$ cat src/rtl/if_pkg.sv
// Shared constants and types for the instruction-fetch unit: reset PC,
// fetch-buffer depth, FSM state encoding and the buffer entry layout.
package if_pkg;

    localparam logic [31:0] IF_RESET_PC   = 32'h0000_0000;
    localparam int          IF_FIFO_DEPTH = 2;

    typedef enum logic {
        RUN  = 1'b0,
        DROP = 1'b1
    } fetch_state_e;

    typedef struct packed {
        logic [31:0] instr;
        logic [31:0] pc;
    } fetch_entry_t;

    function automatic logic [31:0] align_word(input logic [31:0] addr);
        return addr & ~32'd3;
    endfunction

endpackage

$ cat src/rtl/if_fetch_unit_if.sv
// Instruction-memory read channel between the fetch unit (master) and the
// instruction memory (slave); read data is valid in the cycle of the ack.
interface if_fetch_unit_if;

    logic        imem_req;
    logic [31:0] imem_addr;
    logic        imem_ack;
    logic [31:0] imem_rdata;

    modport master (
        output imem_req,
        output imem_addr,
        input  imem_ack,
        input  imem_rdata
    );

    modport slave (
        input  imem_req,
        input  imem_addr,
        output imem_ack,
        output imem_rdata
    );

endinterface

$ cat src/rtl/if_fetch_fifo.sv
// Fetch buffer: small {instr, pc} FIFO with a flush that empties it in one
// cycle; also reports whether it will be full after the current edge.
module if_fetch_fifo
    import if_pkg::*;
#(
    parameter int DEPTH = IF_FIFO_DEPTH
) (
    input  logic         clock,
    input  logic         reset,
    input  logic         flush,
    input  logic         push,
    input  fetch_entry_t wdata,
    input  logic         pop,
    output fetch_entry_t head,
    output logic         not_empty,
    output logic         full_next
);

    localparam int PTR_W = (DEPTH > 1) ? $clog2(DEPTH) : 1;
    localparam int LVL_W = $clog2(DEPTH + 1);
    localparam logic [LVL_W-1:0] FULL_LVL = LVL_W'(DEPTH);

    fetch_entry_t     store [DEPTH];
    logic [PTR_W-1:0] wr_ptr;
    logic [PTR_W-1:0] rd_ptr;
    logic [LVL_W-1:0] level;
    logic [LVL_W-1:0] level_d;
    logic             do_push;
    logic             do_pop;

    assign not_empty = (level != '0);
    assign do_pop    = pop && not_empty && !flush;
    // A full buffer may still take a push when the head leaves on the same edge.
    assign do_push   = push && !flush && ((level != FULL_LVL) || do_pop);
    assign head      = store[rd_ptr];
    assign full_next = (level_d == FULL_LVL);

    // NOTE: every always_comb output gets a default first so no path can leave it unassigned (no latch).
    always_comb begin
        level_d = level;
        if (flush) begin
            level_d = '0;
        end else if (do_push && !do_pop) begin
            level_d = level + LVL_W'(1);
        end else if (do_pop && !do_push) begin
            level_d = level - LVL_W'(1);
        end
    end

    // NOTE: the data array is deliberately not reset; it is only observed while not_empty.
    always_ff @(posedge clock) begin
        if (do_push) begin
            store[wr_ptr] <= wdata;
        end
    end

    // NOTE: state registers use non-blocking assignments so every flop samples pre-edge values.
    always_ff @(posedge clock or negedge reset) begin
        if (!reset) begin
            wr_ptr <= '0;
            rd_ptr <= '0;
            level  <= '0;
        end else begin
            level <= level_d;
            if (flush) begin
                wr_ptr <= '0;
                rd_ptr <= '0;
            end else begin
                if (do_push) wr_ptr <= wr_ptr + PTR_W'(1);
                if (do_pop)  rd_ptr <= rd_ptr + PTR_W'(1);
            end
        end
    end

endmodule

$ cat src/rtl/if_fetch_unit.sv
// Instruction fetch stage: issues one outstanding imem read at a time, buffers
// returned words for IF/ID, and handles redirects (dropping a stale in-flight read).
module if_fetch_unit
    import if_pkg::*;
#(
    parameter logic [31:0] RESET_PC   = IF_RESET_PC,
    parameter int          FIFO_DEPTH = IF_FIFO_DEPTH
) (
    input  logic            clock,
    input  logic            reset,
    if_fetch_unit_if.master imem,
    input  logic            stall,
    input  logic            redirect,
    input  logic [31:0]     redirect_pc,
    output logic            if_valid,
    output logic [31:0]     IF_IN,
    output logic [31:0]     IF_PC,
    output logic [31:0]     IF_PCplus4
);

    fetch_state_e state_q;
    fetch_state_e state_d;
    logic [31:0]  pc_q;
    logic [31:0]  pc_d;
    logic [31:0]  addr_q;
    logic [31:0]  addr_d;
    logic         req_q;
    logic         req_d;
    logic [31:0]  target;
    logic [31:0]  hold_pc_q;
    logic [31:0]  hold_pc4_q;
    logic [31:0]  head_pc4;
    logic         accepted;
    logic         push;
    logic         pop;
    logic         flush;
    logic         not_empty;
    logic         full_next;
    fetch_entry_t head;
    fetch_entry_t wr_entry;

    assign target   = align_word(redirect_pc);
    assign accepted = req_q && imem.imem_ack;
    assign flush    = redirect;
    assign push     = (state_q == RUN) && accepted && !redirect;
    assign pop      = !stall && !redirect;
    assign wr_entry = '{instr: imem.imem_rdata, pc: addr_q};

    if_fetch_fifo #(
        .DEPTH (FIFO_DEPTH)
    ) u_fifo (
        .clock     (clock),
        .reset     (reset),
        .flush     (flush),
        .push      (push),
        .wdata     (wr_entry),
        .pop       (pop),
        .head      (head),
        .not_empty (not_empty),
        .full_next (full_next)
    );

    // pc_q is the address of the outstanding request, or of the next one to issue.
    always_comb begin
        state_d = state_q;
        pc_d    = pc_q;
        req_d   = req_q;
        addr_d  = addr_q;
        unique case (state_q)
            RUN: begin
                if (redirect) begin
                    pc_d = target;
                    if (req_q && !imem.imem_ack) begin
                        state_d = DROP;
                    end else begin
                        req_d  = 1'b1;
                        addr_d = target;
                    end
                end else if (!req_q || accepted) begin
                    if (accepted) pc_d = pc_q + 32'd4;
                    req_d = !full_next;
                    if (!full_next) addr_d = pc_d;
                end
            end
            DROP: begin
                // The stale request stays on the bus until acked; its data is never pushed.
                if (redirect) pc_d = target;
                if (imem.imem_ack) begin
                    state_d = RUN;
                    req_d   = 1'b1;
                    addr_d  = pc_d;
                end
            end
        endcase
    end

    always_ff @(posedge clock or negedge reset) begin
        if (!reset) begin
            state_q    <= RUN;
            pc_q       <= RESET_PC;
            req_q      <= 1'b0;
            addr_q     <= '0;
            hold_pc_q  <= '0;
            hold_pc4_q <= '0;
        end else begin
            state_q <= state_d;
            pc_q    <= pc_d;
            req_q   <= req_d;
            addr_q  <= addr_d;
            if (not_empty) begin
                hold_pc_q  <= head.pc;
                hold_pc4_q <= head_pc4;
            end
        end
    end

    assign imem.imem_req  = req_q;
    assign imem.imem_addr = addr_q;

    assign head_pc4   = head.pc + 32'd4;
    assign if_valid   = not_empty;
    assign IF_IN      = not_empty ? head.instr : '0;
    assign IF_PC      = not_empty ? head.pc : hold_pc_q;
    assign IF_PCplus4 = not_empty ? head_pc4 : hold_pc4_q;

endmodule

$ cat src/flat_wrapper.sv
// flat-port wrapper written by rule: the top's interface ports become plain ports
module if_fetch_unit_flat import if_pkg::*;
#(
    parameter logic [31:0] RESET_PC   = IF_RESET_PC,
    parameter int          FIFO_DEPTH = IF_FIFO_DEPTH
)
  (clock, reset, stall, redirect, redirect_pc, if_valid, IF_IN, IF_PC, IF_PCplus4, imem_imem_req, imem_imem_addr, imem_imem_ack, imem_imem_rdata);
  if_fetch_unit_if imem_i ();
  input  logic clock;
  input  logic reset;
  input  logic stall;
  input  logic redirect;
  input  logic [31:0] redirect_pc;
  output logic if_valid;
  output logic [31:0] IF_IN;
  output logic [31:0] IF_PC;
  output logic [31:0] IF_PCplus4;
  output wire logic [$bits(imem_i.imem_req)-1:0] imem_imem_req;
  output wire logic [$bits(imem_i.imem_addr)-1:0] imem_imem_addr;
  input wire logic [$bits(imem_i.imem_ack)-1:0] imem_imem_ack;
  input wire logic [$bits(imem_i.imem_rdata)-1:0] imem_imem_rdata;
  assign imem_imem_req = imem_i.imem_req;
  assign imem_imem_addr = imem_i.imem_addr;
  assign imem_i.imem_ack = imem_imem_ack;
  assign imem_i.imem_rdata = imem_imem_rdata;
  if_fetch_unit #(.RESET_PC(RESET_PC), .FIFO_DEPTH(FIFO_DEPTH)) u_core (.clock(clock), .reset(reset), .imem(imem_i), .stall(stall), .redirect(redirect), .redirect_pc(redirect_pc), .if_valid(if_valid), .IF_IN(IF_IN), .IF_PC(IF_PC), .IF_PCplus4(IF_PCplus4));
endmodule
$ cat config.mk
export PLATFORM = sky130hd
export DESIGN_NAME = if_fetch_unit_flat
export DESIGN_NICKNAME = d
export VERILOG_FILES = /design/src/rtl/if_pkg.sv /design/src/rtl/if_fetch_unit_if.sv /design/src/rtl/if_fetch_fifo.sv /design/src/rtl/if_fetch_unit.sv /design/src/flat_wrapper.sv
export SDC_FILE = /design/constraint.sdc
export NUM_CORES = 1
export LEC_CHECK = 0
export CORE_ASPECT_RATIO = 2
export CORE_UTILIZATION = 45
export CTS_CLUSTER_DIAMETER = 30
export CTS_CLUSTER_SIZE = 14
export DETAILED_ROUTE_END_ITERATION = 10
export PLACE_DENSITY = 0.74
export SLEW_MARGIN = 25
export SYNTH_ARGS = -nofsm -noshare
export SYNTH_HDL_FRONTEND = slang
export SYNTH_SLANG_ARGS = --single-unit
$ cat constraint.sdc
create_clock -name clock -period 9.1 [get_ports clock]
set_input_delay 0.91 -clock clock [delete_from_list [all_inputs] [get_ports clock]]
set_output_delay 0.91 -clock clock [all_outputs]
set_load 0.01 [all_outputs]
==> impl_results.md <==
* First-pass GRT wire length at 41.8 mm
* Synth Area in Compound Gates at 8.45%
* Clock sink count at 262
* Die height at 226 um
* Total GRT Usage at 21.0%
* EDFF count, synth at 128
* P per Cell Area at 281 mW/mm2
* Startpoint types: flop
* Post-synthesis xor/xnor area fraction at 1.79%
* Largest family of logic cells by synthesized area: simple AND/OR/NAND/NOR gates
* Min Clock Period, post-route at 5.35 ns
* Fin Hold WS at 0.452 ns
* Setup TNS Final at 0 ns
* CTS Buffer Depth at 3
* Arrival @ worst endpoint at 4.44 ns
* Die area at 0.0257 mm2
* Core Region at 0.0245 mm2
* Vias in the first global route at 7910
* Sequential share of the synthesized area at 63.8%
* Nets at 1158
* Status: complete, no violations
* Leak at 5.43 nW
* Avg Vias per Cell at 5.40
* # rows at 81
* Final setup margin at 3.75 ns
* Synth warn at 0
* I/O pin cnt at 199
* Largest net degree at the start of global routing at 101
* Setup repair bufs after CTS at 0
* Predominant post-synthesis flop cell: dfrtp_1
* RSZ-0062 raised after global routing: false
* Final setup fails at 0
* Dpl hpwl at 18.2 mm
* Worst-path maximum fanout at 73
* Count leader, synth: dfrtp_1
* PortBufs at 196
* Critical path capture point type: primary output
* Drt total wl at 26.4 mm
* Root Driver: clkbuf_16
* Die X at 114 um
* Post-synth top area cell: edfxtp_1
* Fin crit share at 58.8%
* #FFs+latches synth at 262
* CTS buffer count at 34
* Finished layout cell area at 0.0147 mm2
* Netlist cell types at 59
* Register area at 0.00720 mm2
* Initial DRC count at 302
* Synth area leaders: edfxtp_1 34%, dfrtp_1 30%, mux2_2 5.1%
* Post-route ant nets at 0
* Vias at 7794
* Most Frequent Cell on Critical Path: nand3_1
* Initial DRT Pass Iterations at 5
* Area of the multi-input gates at 0.00382 mm2
* WP data required at 8.19 ns
* Drt wl/cell at 18.3 um
* TritonCTS clock tree: yes
* Gpl congestion at 0.843
* Post-Place Worst Slack at 4.20 ns
* Filler Cells Inserted at 2025
* Most frequent cells after synthesis: 134 x dfrtp_1, 128 x edfxtp_1, 76 x nor2_1
* Launching point of the worst reg2reg path: u_core.u_fifo.rd_ptr$_DFFE_PN0P_
* Post-synthesis cell count at 889
* Crit path max-delay family: buffers and inverters
* Critical path buffers and inverters at 2
* Area Growth Syn to Fin at 30.5%
* Critical path's slowest cell: buf_4
* CP Class: reg -> out
* Post-synthesis mux area share at 10.5%
* Slew @ Worst Pin at 1.00 ns
* Fmax at 187 MHz
* Clock Latency Late Sink at 0.50 ns
* MaxCap Viol Count at 0
* FFs w/ async S/R, synth at 51.1%
* Worst path cell trace: buf_4, nand3_1, a22oi_1, nand3_1, o21a_1, o31ai_1, clkdlybuf4s50_1
* Final core utilization at 60.1%
* Post-synthesis adder-cell area fraction at 0.444%
* Share of cells above drive strength 1 at 12.1%
* Grt total ovfl at 0
* Initial core utilization at 46.0%
* Mapped Area at 0.0113 mm2
* Final Hold Viols at 0
* IR drop worst, VDD at 0.165 mV
* Tightest Hold Check Type: in -> async
* CTS H-tree lvls at 2
* Simple-Gate Fraction of Synth Area at 12.4%
* Post-CTS Resized at 0
* Final Skew at 0.0133 ns
* Critical Path Source: u_core.u_fifo.rd_ptr$_DFFE_PN0P_
* Worst-path clk slew at 0.06 ns
* Crit path largest cell delay at 0.81 ns
* DRC Markers at 0
* Initial antenna violation count at 0
* CTS Hold Bufs at 0
* Slew headroom at 33.2%
* Net count after synthesis at 962
* Average size of a mapped cell at 12.7 um2
* Post-DP Area at 0.0136 mm2
* Area share of the largest cell type after synthesis at 34.1%
* Antenna diode count at 0
* Max-slew violations at 0
[worst register-to-register path: stages, from the launching register on]
cell and delay, ns:
dfrtp_4 0.70, buf_4 0.82, nand3_1 0.28, a22oi_1 0.58, nand3_1 0.36, o21a_1 0.29, o31ai_1 0.30
[report_power, final]
part / total, mW / switching [mW] / leakage (nW) / internal [mW]
logic: 1.18 / 0.580 / 2.12 / 0.602
registers: 1.62 / 0.124 / 2.74 / 1.49
clock network: 1.34 / 0.538 / 0.571 / 0.806
total: 4.14 / 1.24 / 5.43 / 2.90
[layout by cell type, fill, tap and decap left out, drive strengths merged, types with 4 or more instances in the layout]
master,count
clkdlybuf4s50,195
dfrtp,134
edfxtp,128
nor2,76
nand2,60
mux2,57
mux2i,54
clkbuf,41
a21oi,38
nand3,34
inv,32
o21ai,31
o31ai,25
a31oi,20
or4,18
xnor2,17
nand4,15
nor3,12
buf,12
nand3b,10
and4,9
and3,7
nor2b,7
clkinv,7
o21a,6
xor2,6
nor4,6
a22oi,4
a211oi,4
or3,4
o211ai,4
ha,4
[worst paths after layout]
path,slack (ns),endpoint,cells after the start
max in group asynchronous,7.44,u_core.pc_q[29]$_DFFE_PN0P_,2
min reg2reg,0.48,u_core.hold_pc4_q[30]$_DFF_PN0_,2
max reg2reg,5.65,u_core.hold_pc4_q[18]$_DFF_PN0_,6
max,3.75,IF_PCplus4[18],7
min,0.45,u_core.imem.imem_addr[0]$_DFFE_PN0P_,1
min in group clock,0.48,u_core.hold_pc4_q[30]$_DFF_PN0_,2
[per-layer routing]
metal / routed length (um) / GRT usage [%] / vias up
li1: - / - / 3718
met1: 9650 / 22.5 / 3820
met2: 14600 / 39.3 / 195
met3: 980 / 2.76 / 61
met4: 1200 / 10.8 / 0
met5: 0 / 0 / -
[sequential cells by signal (all words and copies together), names as in the netlist]
register / cells
u_core.u_fifo.wr_ptr: 1
u_core.hold_pc4_q: 32
u_core.u_fifo.level: 2
u_core.u_fifo.store: 128
u_core.u_fifo.rd_ptr: 1
u_core.hold_pc_q: 32
u_core.state_q: 1
u_core.imem.imem_addr: 32
u_core.imem.imem_req: 1
u_core.pc_q: 32
[through the flow]
step	instances	power [mW]
floorplan	889	2.18
global placement	1381	2.80
detailed placement	1381	2.83
CTS	1443	4.19
global route	1443	4.34
finish	1443	4.14
[cell families after synthesis]
logic type | Yosys count
adder cells (fa/ha/maj) | 4
XOR/XNOR | 23
flip-flops | 262
AO/OA/AOI/OAI | 150
AND/OR/NAND/NOR | 271
multiplexers | 111
buffers and inverters | 68
[cell type report]
class	count	area share (%)
clock buffer	41	6.52
tap	332	2.82
inverter	21	0.535
clock inverter	21	1.38
multi-input combinational	559	26.0
sequential	262	48.9
timing repair buffer	207	13.9
Power figures use the tool's default switching activity.
